==> config.mk <==
export PLATFORM = sky130hd
export DESIGN_NAME = pipemdu
export DESIGN_NICKNAME = d
export VERILOG_FILES = /design/src/rtl/pipemdu_pkg.sv /design/src/rtl/mdu_step.sv /design/src/rtl/pipemdu.sv
export SDC_FILE = /design/constraint.sdc
export NUM_CORES = 1
export LEC_CHECK = 0
export CAP_MARGIN = 0
export CORE_MARGIN = 10
export CORE_UTILIZATION = 45
export CTS_CLUSTER_SIZE = 28
export DETAILED_ROUTE_END_ITERATION = 10
export PLACE_DENSITY = 0.67
export REMOVE_ABC_BUFFERS = 1
export SYNTH_ARGS = -nofsm -noshare
export SYNTH_HDL_FRONTEND = slang
export SYNTH_SLANG_ARGS = --single-unit
export TNS_END_PERCENT = 1
==> constraint.sdc <==
create_clock -name clock -period 3.44 [get_ports clock]
set_input_delay 0.688 -clock clock [delete_from_list [all_inputs] [get_ports clock]]
set_output_delay 0.688 -clock clock [all_outputs]
set_load 0.01 [all_outputs]
==> src/rtl/pipemdu_pkg.sv <==
// pipemdu_pkg: shared definitions for the iterative multiply/divide unit.
//   - operation encodings carried on eop
//   - sequencer state encodings
//   - default operand width
package pipemdu_pkg;

  localparam int WIDTH_DEF = 32;

  typedef enum logic [1:0] {
    OP_MULTU = 2'b00,
    OP_MULT  = 2'b01,
    OP_DIVU  = 2'b10,
    OP_DIV   = 2'b11
  } mdu_op_e;

  typedef enum logic [1:0] {
    S_IDLE = 2'd0,
    S_RUN  = 2'd1,
    S_FIX  = 2'd2
  } mdu_state_e;

endpackage

==> src/rtl/mdu_step.sv <==
// mdu_step: one combinational radix-2 step of the multiply/divide loop.
// Ports:
//   acc      in  upper accumulator (mult) or partial remainder (div)
//   opq      in  shifting operand: multiplier (mult) or dividend/quotient (div)
//   opd      in  fixed operand: multiplicand (mult) or divisor (div)
//   is_div   in  1 selects the shift-subtract divide step
//   acc_next out accumulator/remainder after this step
//   opq_next out shifting operand after this step
module mdu_step #(
  parameter int WIDTH = 32
) (
  input  logic [WIDTH-1:0] acc,
  input  logic [WIDTH-1:0] opq,
  input  logic [WIDTH-1:0] opd,
  input  logic             is_div,
  output logic [WIDTH-1:0] acc_next,
  output logic [WIDTH-1:0] opq_next
);

  logic [WIDTH-1:0] addend;
  logic [WIDTH:0]   sum;
  logic [WIDTH:0]   shifted;
  logic [WIDTH-1:0] diff;

  // The shifted remainder can carry into bit WIDTH, so the compare is done
  // one bit wider; the difference itself always fits in WIDTH bits.
  always_comb begin
    addend   = opq[0] ? opd : {WIDTH{1'b0}};
    sum      = {1'b0, acc} + {1'b0, addend};
    shifted  = {acc, opq[WIDTH-1]};
    diff     = shifted[WIDTH-1:0] - opd;
    acc_next = sum[WIDTH:1];
    opq_next = {sum[0], opq[WIDTH-1:1]};
    if (is_div) begin
      if (shifted >= {1'b0, opd}) begin
        acc_next = diff;
        opq_next = {opq[WIDTH-2:0], 1'b1};
      end else begin
        acc_next = shifted[WIDTH-1:0];
        opq_next = {opq[WIDTH-2:0], 1'b0};
      end
    end
  end

endmodule

==> src/rtl/pipemdu.sv <==
// pipemdu: iterative multiply/divide sequencer beside the EXE stage.
// Runs MULT/MULTU/DIV/DIVU as a 32-step loop on magnitudes, fixes signs in a
// final cycle and writes the architectural HI/LO registers.
// Ports:
//   clock, resetn        pipeline clock, asynchronous active-low reset
//   estart, eop, ea, eb  mult/div issue from EXE (op, rs, rt)
//   ewhi, ewlo           MTHI/MTLO in EXE (data on ea)
//   erdhilo              MFHI/MFLO in EXE
//   ecancel              squash of the instruction in EXE / running op
//   hi, lo               HI/LO registers
//   busy                 sequencer not idle
//   stall                freeze PC/IF/ID/EXE this cycle
//   done                 one-cycle pulse after HI/LO take a mult/div result
module pipemdu
  import pipemdu_pkg::*;
#(
  parameter int WIDTH = WIDTH_DEF
) (
  input  logic             clock,
  input  logic             resetn,
  input  logic             estart,
  input  logic [1:0]       eop,
  input  logic [WIDTH-1:0] ea,
  input  logic [WIDTH-1:0] eb,
  input  logic             ewhi,
  input  logic             ewlo,
  input  logic             erdhilo,
  input  logic             ecancel,
  output logic [WIDTH-1:0] hi,
  output logic [WIDTH-1:0] lo,
  output logic             busy,
  output logic             stall,
  output logic             done
);

  localparam int CW = $clog2(WIDTH);
  localparam logic [CW-1:0] LAST = CW'(WIDTH - 1);

  mdu_state_e       state, state_next;
  logic [CW-1:0]    count;
  logic [WIDTH-1:0] acc, opq, opd;
  logic             is_div, res_neg, rem_neg, div_zero;

  mdu_op_e          op;
  logic             op_signed, op_div, start_zero, start_ok;
  logic [WIDTH-1:0] abs_a, abs_b;
  logic [WIDTH-1:0] acc_next, opq_next;
  logic [2*WIDTH-1:0] product, product_fix;
  logic [WIDTH-1:0] quot_fix, rem_fix, fix_hi, fix_lo;

  // Decode the issuing op and form operand magnitudes; unsigned ops keep
  // their raw values.
  always_comb begin
    op         = mdu_op_e'(eop);
    op_signed  = (op == OP_MULT) || (op == OP_DIV);
    op_div     = (op == OP_DIVU) || (op == OP_DIV);
    abs_a      = (op_signed && ea[WIDTH-1]) ? -ea : ea;
    abs_b      = (op_signed && eb[WIDTH-1]) ? -eb : eb;
    start_zero = op_div && (eb == '0);
    start_ok   = estart && !ecancel;
  end

  mdu_step #(.WIDTH(WIDTH)) u_step (
    .acc      (acc),
    .opq      (opq),
    .opd      (opd),
    .is_div   (is_div),
    .acc_next (acc_next),
    .opq_next (opq_next)
  );

  // Sign correction of the magnitude results. For divide by zero the
  // remainder register holds |ea|, so applying the remainder sign restores
  // the original ea for HI.
  always_comb begin
    product     = {acc, opq};
    product_fix = res_neg ? -product : product;
    quot_fix    = res_neg ? -opq : opq;
    rem_fix     = rem_neg ? -acc : acc;
    if (is_div) begin
      fix_hi = rem_fix;
      fix_lo = div_zero ? {WIDTH{1'b1}} : quot_fix;
    end else begin
      fix_hi = product_fix[2*WIDTH-1:WIDTH];
      fix_lo = product_fix[WIDTH-1:0];
    end
  end

  // State register.
  always_ff @(posedge clock or negedge resetn) begin
    if (!resetn) state <= S_IDLE;
    else         state <= state_next;
  end

  // Next-state logic; ecancel always returns a busy sequencer to IDLE.
  always_comb begin
    state_next = state;
    case (state)
      S_IDLE: if (start_ok) state_next = start_zero ? S_FIX : S_RUN;
      S_RUN: begin
        if (ecancel)             state_next = S_IDLE;
        else if (count == LAST)  state_next = S_FIX;
      end
      S_FIX:   state_next = S_IDLE;
      default: state_next = S_IDLE;
    endcase
  end

  // Datapath: operand capture, iteration, HI/LO writes and the done pulse.
  // MT writes are only taken in IDLE; while busy they are held by stall.
  always_ff @(posedge clock or negedge resetn) begin
    if (!resetn) begin
      hi       <= '0;
      lo       <= '0;
      count    <= '0;
      acc      <= '0;
      opq      <= '0;
      opd      <= '0;
      is_div   <= 1'b0;
      res_neg  <= 1'b0;
      rem_neg  <= 1'b0;
      div_zero <= 1'b0;
      done     <= 1'b0;
    end else begin
      done <= 1'b0;
      case (state)
        S_IDLE: begin
          if (start_ok) begin
            count    <= '0;
            is_div   <= op_div;
            div_zero <= start_zero;
            res_neg  <= op_signed && (ea[WIDTH-1] ^ eb[WIDTH-1]);
            rem_neg  <= op_signed && ea[WIDTH-1];
            if (start_zero) begin
              acc <= abs_a;
              opq <= '0;
              opd <= '0;
            end else if (op_div) begin
              acc <= '0;
              opq <= abs_a;
              opd <= abs_b;
            end else begin
              acc <= '0;
              opq <= abs_b;
              opd <= abs_a;
            end
          end else if (!ecancel) begin
            if (ewhi) hi <= ea;
            if (ewlo) lo <= ea;
          end
        end
        S_RUN: begin
          if (!ecancel) begin
            acc   <= acc_next;
            opq   <= opq_next;
            count <= count + 1'b1;
          end
        end
        S_FIX: begin
          if (!ecancel) begin
            hi   <= fix_hi;
            lo   <= fix_lo;
            done <= 1'b1;
          end
        end
        default: ;
      endcase
    end
  end

  assign busy  = (state != S_IDLE);
  assign stall = busy && (estart || erdhilo || ewhi || ewlo);

endmodule

==> impl_results.md <==
* Drc violations at 0
* Clk buf depth at 2
* Port buffer count at about 140
* Outcome: complete, but fails checks
* CTS Hold Buffers Added at 0
* Leak at between 8 and 9 nW
* Reg2Reg Setup Slack at -0.03 ns
* Nets at around 2400
* Unique masters post-synth at 71
* Die width at 203.2 um
* Worst path max stage delay at 0.41 ns
* Period minus WS final at roughly 3.5 ns
* Total power after layout at approximately 17 mW
* Synth Register Bits at about 170
* Post-synth EDFFs at 0
* PwrDens at 836.4 mW/mm2
* All-layer global routing usage at between 20% and 30%
* Antenna cell count at 0
* Detailed Routing Iterations Pass 1 at 6
* Worst Setup EP: acc[30]
* Grt peak-use layer: met2
* Setup CP Type: flip-flop to flip-flop
* First-pass GRT wire length at approximately 95000 um
* Setup TNS Final at -0.05313 ns
* Fmax at between 200 and 300 MHz
* Cts bufs inserted at 17
* Met2 global-route usage at 45.87%
* Vias per inst at 6.076
* WHS at 0.1452 ns
* Cells after Synth at approximately 1900
* Worst hold path class: input port to asynchronous set/reset pin
* Setup crit start kind: flip-flop
* Gp weighted congestion at slightly above 1
* CTS tree: built
* VDD IR max at about 0.46 mV
* Cell mode on critical path: buf_4
* Vias in the first global route at around 16000
* Area growth syn-to-layout at 32.29%
* Post-synthesis async set-or-reset flop share at 100.0%
* CTS root buf: clkbuf_16
* Worst-path clk slew at approximately 0.07 ns
* Final setup viols at 2
* Synth warn at 0
* Die span in y at between 200 and 250 um
* Reg-to-Reg Start: opq[0]
* CP Data Required Time at 3.81 ns
* Worst setup path start: opq[0]
* Routing usage on met3 at approximately 6.2%
* Crit path DAT at approximately 3.8 ns
* Fin crit share at 100.9%
* Top Ports at 140
* Initial drt markers at roughly 1900
* Met1 Usage GRT at between 30% and 40%
* Crit Path Max Fanout at 5
* RR Endpoint: acc[30]
* Clk_lat worst skew at 0.47 ns
* Least-Margin Pin Slew at about 1.1 ns
* Max_cap viols at 0
* Antenna Nets Post-Route at 0
* Sequential-to-total area share from yosys stat at ~29%
* WP buf/inv at 3
* R2R depth at 14
* Synthesized cell area at approximately 0.015 mm2
* Largest net degree at the start of global routing at slightly above 90
* Worst-path cell chain: inv_4 -> nor2_1 -> ha_1 -> a211oi_2 -> buf_4 -> o211ai_1 -> a31o_2 -> a31oi_1 -> buf_4 -> a21oi_1 -> a211o_1 -> a41oi_2 -> mux2_2 -> o31ai_1
* Max Transition Viols Final at 0
* Critical path's top delay family: compound AO/OA/AOI/OAI gates
* CP max stage cell: dfrtp_1
* Initial Utilization at between 40% and 50%
* Via count at 16780
* Levels on crit path at 14
* Layout cell share with drive strength beyond 1 at between 10% and 20%
* FP Rows at between 60 and 70
* Die area at roughly 0.041 mm2
* Failing checks: setup timing
* Global route overflow at 0
* Avg Cell Area, Syn at 7.797 um2
* Hpwl dp at ~50000 um
* Total wire length at roughly 62000 um
* Critical Path End Type: flip-flop
* Wire length per cell at 22.58 um
* Fin. Hold Viols at 0
* CTS Sinks at roughly 170
* Top_reg_cell synth: dfrtp_1
* Core Box Area at 0.03328 mm2
* Rel. slew slack at between 20% and 30%
* RSZ-0062 raised after global routing: true
* Initial antenna violation count at 1
* Layout Skew at between 0.01 and 0.015 ns
* Final worst-path setup slack at -0.03081 ns
* H-Tree Depth at 4
-- synthesized netlist by cell type, types with 39 or more instances --
cell      number  share of area (%)
a21oi_1      140                4.6
clkbuf_1      85                2.1
dfrtp_1      172                 29
ha_1          70                5.8
inv_1         62                1.5
mux2i_1       88                5.8
nand2_1      241                6.0
nor2_1       167                4.2
nor3_1        39                1.3
o21ai_0      228                7.6
xnor2_1       99                5.7
xor2_1        69                4.0
-- final cells by class --
cell class / instances / area (um2)
fillers: 3057 / 13310
inverters: 62 / 235.2
clock inverters: 13 / 138.9
clock buffers: 19 / 442.9
repair buffers: 458 / 3909
multi-input cells: 1590 / 10370
well taps: 448 / 560.5
flip-flops and latches: 172 / 4310
-- cell families after synthesis --
| group | synth area share, % |
|---|---|
| AOI/OAI and AO/OA | 25.94 |
| and+or+nand+nor | 18.43 |
| buffers and inverters | 4.493 |
| DFF | 28.51 |
| xor gates and xnor gates | 9.748 |
| muxes | 6.805 |
| adders and majority gates | 6.068 |
-- metal layers --
layer	part of all wire [%]	up-vias	wire length, um
li1	-	7717	-
met1	43	8050	26840
met2	45	884	27790
met3	9.4	129	5853
met4	3.0	2	1868
met5	0.011	-	7
-- state kept, by name, indices dropped and copies added, names as in the netlist --
signal and count:
acc 32, rem_neg 1, opq 32, done 1, opd 32, is_div 1
res_neg 1, hi 32, div_zero 1, state 2, count 5, lo 32
-- power by group --
part,leakage (nW),switching (mW),internal [mW]
combinational,6.50,6.15,5.22
clock,0.274,0.958,1.03
sequential,2.14,0.672,2.67
-- what timing repair did --
action	CTS	global route
endpoints found under the hold margin	0	0
gates cloned	1	0
setup buffers	0	4
gates resized for setup	14	45
setup endpoints to repair	22	50
pin swaps	1	13
-- cells in the final DEF (no fill, tap or decap), types with 60 or more instances in the layout --
cell and instances:
xor2_1 68, clkdlybuf4s50_1 137, o21ai_0 220, dfrtp_1 169, a21oi_1 133, inv_1 60
nand2_1 239, mux2i_1 87, buf_4 309, xnor2_1 97, nor2_1 167, ha_1 67
-- worst min-delay path by stage --
stage,start,end,slack [ns]
2_1_floorplan,resetn,acc[0],0.39
4_1_cts,resetn,lo[18],0.15
6_report,resetn,lo[4],0.15
3_5_place_dp,lo[20],lo[20],0.47
5_1_grt,resetn,lo[18],0.16
3_3_place_gp,count[4],count[4],0.46
-- per-stage QoR --
stage / cells / instance area, um2 / setup WS (ns) / utilization, %
6_report: 2762 / 19970 / -0.03081 / 60.00
5_1_grt: 2762 / 19970 / -0.09934 / 60.00
4_1_cts: 2758 / 19750 / -0.07868 / 59.35
3_5_place_dp: 2725 / 19080 / -0.4645 / 57.33
3_3_place_gp: 2725 / 19080 / -0.4330 / 57.33
2_1_floorplan: 1824 / 14650 / -2.025 / -
Note: power is estimated with default switching activity, not from simulation.
